<file path="src/rtl/adder_pipe_nbits.sv">
// Pipelined WIDTH-bit adder/subtractor resolving SEG bits per stage.
// Each stage adds the lowest unresolved operand segment plus the carry
// from the previous stage. The remaining upper operand bits shift down
// with the beat, and the resolved sum segments accumulate from the top.
// The whole pipe advances together whenever the output is empty or is
// being consumed, so bubbles move along with the data.
module adder_pipe_nbits #(
    parameter int WIDTH = 16,
    parameter int SEG   = 4
) (
    input  logic             clk,
    input  logic             rst_n,
    input  logic             in_valid,
    output logic             in_ready,
    input  logic [WIDTH-1:0] a,
    input  logic [WIDTH-1:0] b,
    input  logic             ci,
    input  logic             sub,
    output logic             out_valid,
    input  logic             out_ready,
    output logic [WIDTH-1:0] s,
    output logic             co,
    output logic             ov
);
    localparam int STAGES = WIDTH / SEG;

    logic advance;

    assign advance  = !out_valid || out_ready;
    assign in_ready = advance;

    for (genvar gi = 0; gi < STAGES; gi++) begin : gen_stage
        // IW: operand bits still unresolved entering this stage.
        // SW: result bits known after this stage.
        localparam int IW = WIDTH - gi * SEG;
        localparam int SW = (gi + 1) * SEG;

        logic          valid_in;
        logic [IW-1:0] a_in;
        logic [IW-1:0] b_in;
        logic          c_in;
        logic [SW-1:0] s_next;
        logic [SEG:0]  seg_sum;

        logic          valid_reg;
        logic          c_reg;
        logic [SW-1:0] s_reg;

        assign seg_sum = {1'b0, a_in[SEG-1:0]} + {1'b0, b_in[SEG-1:0]}
                       + {{SEG{1'b0}}, c_in};

        if (gi == 0) begin : g_head
            // Subtraction is a + ~b + 1; the borrow-in inverts the carry-in.
            assign valid_in = in_valid;
            assign a_in     = a;
            assign b_in     = b ^ {WIDTH{sub}};
            assign c_in     = ci ^ sub;
            assign s_next   = seg_sum[SEG-1:0];
        end else begin : g_link
            assign valid_in = gen_stage[gi-1].valid_reg;
            assign a_in     = gen_stage[gi-1].g_fwd.a_reg;
            assign b_in     = gen_stage[gi-1].g_fwd.b_reg;
            assign c_in     = gen_stage[gi-1].c_reg;
            assign s_next   = {seg_sum[SEG-1:0], gen_stage[gi-1].s_reg};
        end

        // Stage valid bit, partial result and segment carry.
        always_ff @(posedge clk) begin
            if (!rst_n) begin
                valid_reg <= 1'b0;
                c_reg     <= 1'b0;
                s_reg     <= '0;
            end else if (advance) begin
                valid_reg <= valid_in;
                c_reg     <= seg_sum[SEG];
                s_reg     <= s_next;
            end
        end

        if (gi < STAGES - 1) begin : g_fwd
            logic [IW-SEG-1:0] a_reg;
            logic [IW-SEG-1:0] b_reg;

            // Carry the not-yet-added operand bits to the next stage.
            always_ff @(posedge clk) begin
                if (!rst_n) begin
                    a_reg <= '0;
                    b_reg <= '0;
                end else if (advance) begin
                    a_reg <= a_in[IW-1:SEG];
                    b_reg <= b_in[IW-1:SEG];
                end
            end
        end else begin : g_tail
            logic cm;
            logic ov_reg;

            // Carry into the MSB recovered from the MSB sum bit: s = a ^ b ^ c.
            assign cm = a_in[SEG-1] ^ b_in[SEG-1] ^ seg_sum[SEG-1];

            // Signed overflow is the carry into the MSB differing from the carry out.
            always_ff @(posedge clk) begin
                if (!rst_n) begin
                    ov_reg <= 1'b0;
                end else if (advance) begin
                    ov_reg <= cm ^ seg_sum[SEG];
                end
            end
        end
    end

    assign out_valid = gen_stage[STAGES-1].valid_reg;
    assign s         = gen_stage[STAGES-1].s_reg;
    assign co        = gen_stage[STAGES-1].c_reg;
    assign ov        = gen_stage[STAGES-1].g_tail.ov_reg;

endmodule

</file>
<file path="config.mk">
export PLATFORM = sky130hd
export DESIGN_NAME = adder_pipe_nbits
export DESIGN_NICKNAME = d
export VERILOG_FILES = /design/src/rtl/adder_pipe_nbits.sv
export SDC_FILE = /design/constraint.sdc
export NUM_CORES = 1
export LEC_CHECK = 0
export ABC_AREA = 1
export CORE_ASPECT_RATIO = 0.75
export CORE_UTILIZATION = 31
export DETAILED_ROUTE_END_ITERATION = 16
export PLACE_DENSITY_LB_ADDON = 0.1
export SYNTH_ARGS = -nofsm -noshare
export SYNTH_HDL_FRONTEND = slang
export SYNTH_SLANG_ARGS = --single-unit
</file>
<file path="constraint.sdc">
create_clock -name clk -period 7 [get_ports clk]
set_input_delay 1.75 -clock clk [delete_from_list [all_inputs] [get_ports clk]]
set_output_delay 1.75 -clock clk [all_outputs]
set_load 0.03 [all_outputs]
</file>
==> out/results.tsv, run 1 <==
metric	value	unit
p_sw	0.313	mW
via_per_inst	4.47	
grt_pass1_wl	14800	um
avgSynthCellArea	8.03	sq um
yosys-top-cells-area	dfxtp_1 (48%), nor2_1 (13%), o21ai_0 (12%), fa_1 (3.9%), ha_1 (3.7%)	
synth_cells	508	
yosys.area_share.simple	18.5	%
synthMuxAreaShare	0	%
fmax	209	MHz
final_area	0.00501	sq mm
highest_layer	met4	
finalClockSkew	0.00683	ns
core	0.0126	sq mm
dr.pass1.iters	4	
clockBufferDepth	2	
netlist_area	0.00408	sq mm
synth_top_family_by_area	simple AND/OR/NAND/NOR gates	
vias	3215	
finalWorstSetupSlack	2.21	ns
grt.overflow.total	0	
yosys.area.top_type	dfxtp_1	
max-vdd-ir-drop	0.0987	mV
postLayoutCoreUtil	39.9	%
place_congestion	0.739	
cts_sinks	97	
num_rows	35	
clock_power_share	39.3	%
start_util	32.5	%
worstSetupEndpointType	output port	
wire_per_inst	11.8	um
cp.arrival	3.04	ns
cts_setup_buffers	0	
grt_antenna_before_repair	0	
drt-initial-drc-count	242	
ys_seq_area_share	47.6	%
cp_common_cell	clkdlybuf4s50_1	
drc_errors	0	
yosysWarnings	0	
met3_length	301	um
status	complete, no violations	
ant_nets	0	
numCtsBuffers	9	
hpwl	5480	um
combinationalPowerShare	12.0	%
criticalPathCategory	primary input to output port	
layout.nets	607	
hold_class	flop to flop	
synthDistinctLibCells	24	
grt_max_degree	98	
hold_violations	0	
worstPathRequired	5.25	ns
die_area	0.0136	sq mm
yosysTopAreaCellShare	47.6	%
crit_family	buffers and inverters	
cts.hold.buffers_added	0	
fill_cells	1295	
placed_area	0.00471	sq mm
totalWireLength	8500	um
rsz0062_at_grt	false	
n_antenna_cell	0	
cts_resized	0	
path_buf_inv	3	
die_h	101	um
multiInputGateArea	0.00186	sq mm
htreeDepth	3	
finalMaxSlewViolations	0	
seq_power_share	48.7	%
setup_viol_count_final	0	
m1WireLength	4700	um
regArea	0.00194	sq mm
pin_count	58	
root_buffer	clkbuf_16	
dr_wl_met2	3380	um
clock_latency	0.34	ns
whs	0.473	ns
leakage	2.29	nW
finalPower	1.27	mW
port_buffers	57	
drive_gt1_share	5.05	%
cp_max_fo	2	
worst_pin_slew	0.792	ns
grt_pass1_vias	3023	
synth_fa_ha_area_share	7.60	%
synth-compound-area-share	15.8	%
power_density	253	mW/mm^2
yosys_register_bits	97	
syn_to_final_growth	22.8	%
p_sw_share	24.7	%
clkSlewWorstSetupHoldPaths	0.06	ns
maxSlewHeadroom	47.2	%
place_ws	2.19	ns
drv_cap	0	
slowest_delay	0.66	ns
worst_path_max_delay_cell	clkdlybuf4s50_1	
finalSetupTns	0	ns
die_x	134	um
start_kind	primary input	
dp_cells	704	
intPower	0.954	mW
synthesis.nets	566	
final_cells	720	
worstPathCellList	clkdlybuf4s50_1 > nor2_4 > clkinv_2 > clkdlybuf4s50_1	
cts_tree	yes	
timing.final.crit_share	68.4	%
synthXorXnorAreaFrac	3.65	%
fin_crit	4.79	ns
track_usage	14.0	%
rrSetupSlack	5.00	ns
==> final timing paths <==
check,cells past startpoint,start,endpoint
worst max register to register,8,out_valid$_SDFFE_PN0P_,gen_stage[0].s_reg[3]$_SDFFE_PN0P_
worst min register to register,2,gen_stage[2].valid_reg$_SDFFE_PN0P_,gen_stage[2].valid_reg$_SDFFE_PN0P_
worst max-delay path,4,out_ready,in_ready
worst min-delay path,2,gen_stage[2].valid_reg$_SDFFE_PN0P_,gen_stage[2].valid_reg$_SDFFE_PN0P_
==> Yosys cell counts <==
| cell type | instances |
|---|---|
| a21oi_1 | 22 |
| a31oi_1 | 4 |
| buf_2 | 9 |
| buf_4 | 3 |
| buf_6 | 5 |
| clkbuf_1 | 10 |
| clkbuf_2 | 5 |
| dfxtp_1 | 97 |
| fa_1 | 8 |
| ha_1 | 12 |
| inv_1 | 24 |
| inv_2 | 1 |
| nand2_1 | 29 |
| nand3_1 | 13 |
| nand3b_1 | 1 |
| nand4_1 | 1 |
| nor2_1 | 142 |
| nor2_4 | 1 |
| o21a_1 | 3 |
| o21ai_0 | 94 |
| o21ai_1 | 3 |
| or2_2 | 4 |
| xnor2_1 | 11 |
| xor2_1 | 6 |
==> metal layers <==
layer | vias to the layer above | GRT usage [%]
met4 | 0 | 5.19
met2 | 52 | 20.4
li1 | 1729 | -
met1 | 1423 | 19.7
met5 | - | 0
met3 | 11 | 3.75
==> worst min-delay path, delay by kind of cell, from the launching register on <==
| family | cells | cell delay, ns |
|---|---|---|
| compound gates | 1 | 0.05 |
| buf+inv | 1 | 0.05 |
| flops | 1 | 0.32 |
==> layout by cell type, fill, tap and decap left out, drive strengths merged, types with 3 or more instances in the layout <==
master	netlist	layout
nand2	29	29
clkbuf	15	10
o21a	3	3
dfxtp	97	97
fa	8	8
clkinv	0	5
o21ai	97	97
or2	4	4
a31oi	4	4
nand3	13	13
xor2	6	6
ha	12	12
xnor2	11	11
a21oi	22	22
inv	25	25
nor2	143	143
clkdlybuf4s50	0	56
buf	17	6
==> power by group through the flow <==
stage	Sequential, mW	Clock (mW)	Combinational (mW)
CTS	0.617	0.519	0.154
global placement	0.629	0	0.151
global route	0.622	0.542	0.175
finish	0.617	0.499	0.152
floorplan	0.636	0	0.0876
detailed placement	0.630	0	0.154
==> cell families after synthesis <==
group,Yosys count
buffers and inverters,57
flip-flops,97
adder cells (fa/ha/maj),20
XOR/XNOR,17
AO/OA/AOI/OAI,126
AND/OR/NAND/NOR,191
==> cell type report <==
cell class	instances	share of cell area (%)
clock inverters	6	1.32
multi-input cells	354	37.1
inverters	25	1.90
flip-flops and latches	97	38.7
clock buffers	10	4.77
well taps	166	4.14
repair buffers	62	12.0
(Power assumes the default switching activity.)
==> run 2, diff against run 1 <==
==> constraint.sdc (replaced) <==
create_clock -name clk -period 4.1 [get_ports clk]
set_input_delay 1.025 -clock clk [delete_from_list [all_inputs] [get_ports clk]]
set_output_delay 1.025 -clock clk [all_outputs]
set_load 0.03 [all_outputs]
==> run 2 against run 1 <==
Wire length up 0.44%. Die area unchanged. Sequential share of layout area down 0.096 points. Register-to-register slack worse by 2.9 ns. Sequential power up 70%. First-iteration DRC count down 29%. Count of clock-buffer cells in the layout down 1. Utilization up 0.10 points. Worst hold slack worse by 0.021 ns. Cell count up 0.14%. Cell area up 0.25%. Setup slack worse by 1.5 ns. Critical path type unchanged. Critical endpoint unchanged. Largest cell class unchanged.
==> out/results.tsv, run 2 (synthesis gave the netlist of run 1 again) <==
metric	value	unit
power_density	432	mW/mm^2
timing.final.crit_share	81.6	%
cts.hold.buffers_added	0	
worstSetupEndpointType	output port	
criticalPathCategory	primary input to output port	
p_sw	0.551	mW
port_buffers	57	
clkSlewWorstSetupHoldPaths	0.07	ns
postLayoutCoreUtil	40.0	%
max-vdd-ir-drop	0.214	mV
intPower	1.62	mW
worstPathRequired	3.07	ns
vias	3194	
finalWorstSetupSlack	0.755	ns
clockBufferDepth	2	
ant_nets	0	
whs	0.452	ns
finalSetupTns	0	ns
place_ws	0.738	ns
cts_sinks	97	
min_path_cells	2	
hold_class	flop to flop	
via_per_inst	4.43	
final_cells	721	
cp_max_fo	2	
fmax	299	MHz
grt_pass1_wl	14800	um
start_util	32.5	%
start_kind	primary input	
drt-initial-drc-count	172	
finalClockSkew	0.00771	ns
grt_antenna_before_repair	0	
numCtsBuffers	9	
grt.overflow.total	0	
dr.pass1.iters	4	
final_common_cell	nor2_1	
fin_crit	3.34	ns
num_rows	35	
leakage	2.29	nW
hold_violations	0	
grt_max_degree	78	
layout.nets	608	
worst_r2r_path_depth	7	
root_buffer	clkbuf_16	
pin_count	58	
die_x	134	um
cp.arrival	2.32	ns
final_cell_mix	nor2_1 (142), dfxtp_1 (97), o21ai_0 (94)	
combinationalPowerShare	11.9	%
drc_errors	0	
syn_to_final_growth	23.1	%
drive_gt1_share	5.23	%
clock_latency	0.34	ns
track_usage	14.0	%
place_congestion	0.778	
die_area	0.0136	sq mm
grt_pass1_vias	3007	
cts_setup_buffers	0	
rrSetupSlack	2.10	ns
status	complete, no violations	
finalMaxSlewViolations	0	
wire_per_inst	11.8	um
drv_cap	0	
clock_power_share	39.7	%
cts_tree	yes	
p_sw_share	25.4	%
dp_cells	705	
n_antenna_cell	0	
seq_power_share	48.5	%
rsz0062_at_grt	false	
core	0.0126	sq mm
maxSlewHeadroom	53.6	%
htreeDepth	3	
die_h	101	um
cts_resized	0	
worst_pin_slew	0.695	ns
setup_viol_count_final	0	
totalWireLength	8540	um
hpwl	5700	um
==> run 2: cell types whose count changed in the layout (fill, tap and decap cells not counted), sizes merged <==
cell	previous run	this run
buf	6	7
clkbuf	10	9
clkinv	5	4
inv	25	27
==> run 2: power groups by stage <==
stage	combinational (mW)	clock, mW	sequential (mW)
after global routing	0.296	0.935	1.06
final	0.258	0.862	1.05
after global placement	0.258	0	1.07
after floorplan	0.150	0	1.09
after detailed placement	0.261	0	1.08
after CTS	0.263	0.899	1.05
==> run 2: layout make-up <==
type                       count  area [sq um]
inverter                      25          95.1
clock inverter                 7          85.1
sequential                    97          1940
clock buffer                   9           225
multi-input combinational    354          1860
tap                          166           208
fill                        1277          7540
timing repair buffer          63           611
==> run 2: final timing paths <==
kind	from	endpoint
setup / recovery	out_ready	in_ready
hold / removal	gen_stage[2].valid_reg$_SDFFE_PN0P_	gen_stage[2].valid_reg$_SDFFE_PN0P_
setup reg to reg	out_valid$_SDFFE_PN0P_	gen_stage[2].s_reg[10]$_SDFFE_PN0P_
hold reg to reg	gen_stage[2].valid_reg$_SDFFE_PN0P_	gen_stage[2].valid_reg$_SDFFE_PN0P_
==> run 2: per-stage QoR <==
step | power, mW | instance area, sq um
floorplan | 1.24 | 4080
global route | 2.29 | 5020
detailed placement | 1.34 | 4710
CTS | 2.22 | 5020
global placement | 1.33 | 4710
finish | 2.17 | 5020
==> run 2: critical path, cell delays in order <==
cell             delay [ns]
clkdlybuf4s50_1        0.50
nor2_4                 0.05
clkinv_2               0.07
clkdlybuf4s50_1        0.67
==> run 2: routing by layer <==
metal	wire, um	global-route usage [%]	vias up
li1	-	-	1728
met1	4640	19.1	1399
met2	3450	21.1	58
met3	350	4.10	9
met4	99	4.41	0
met5	0	0	-
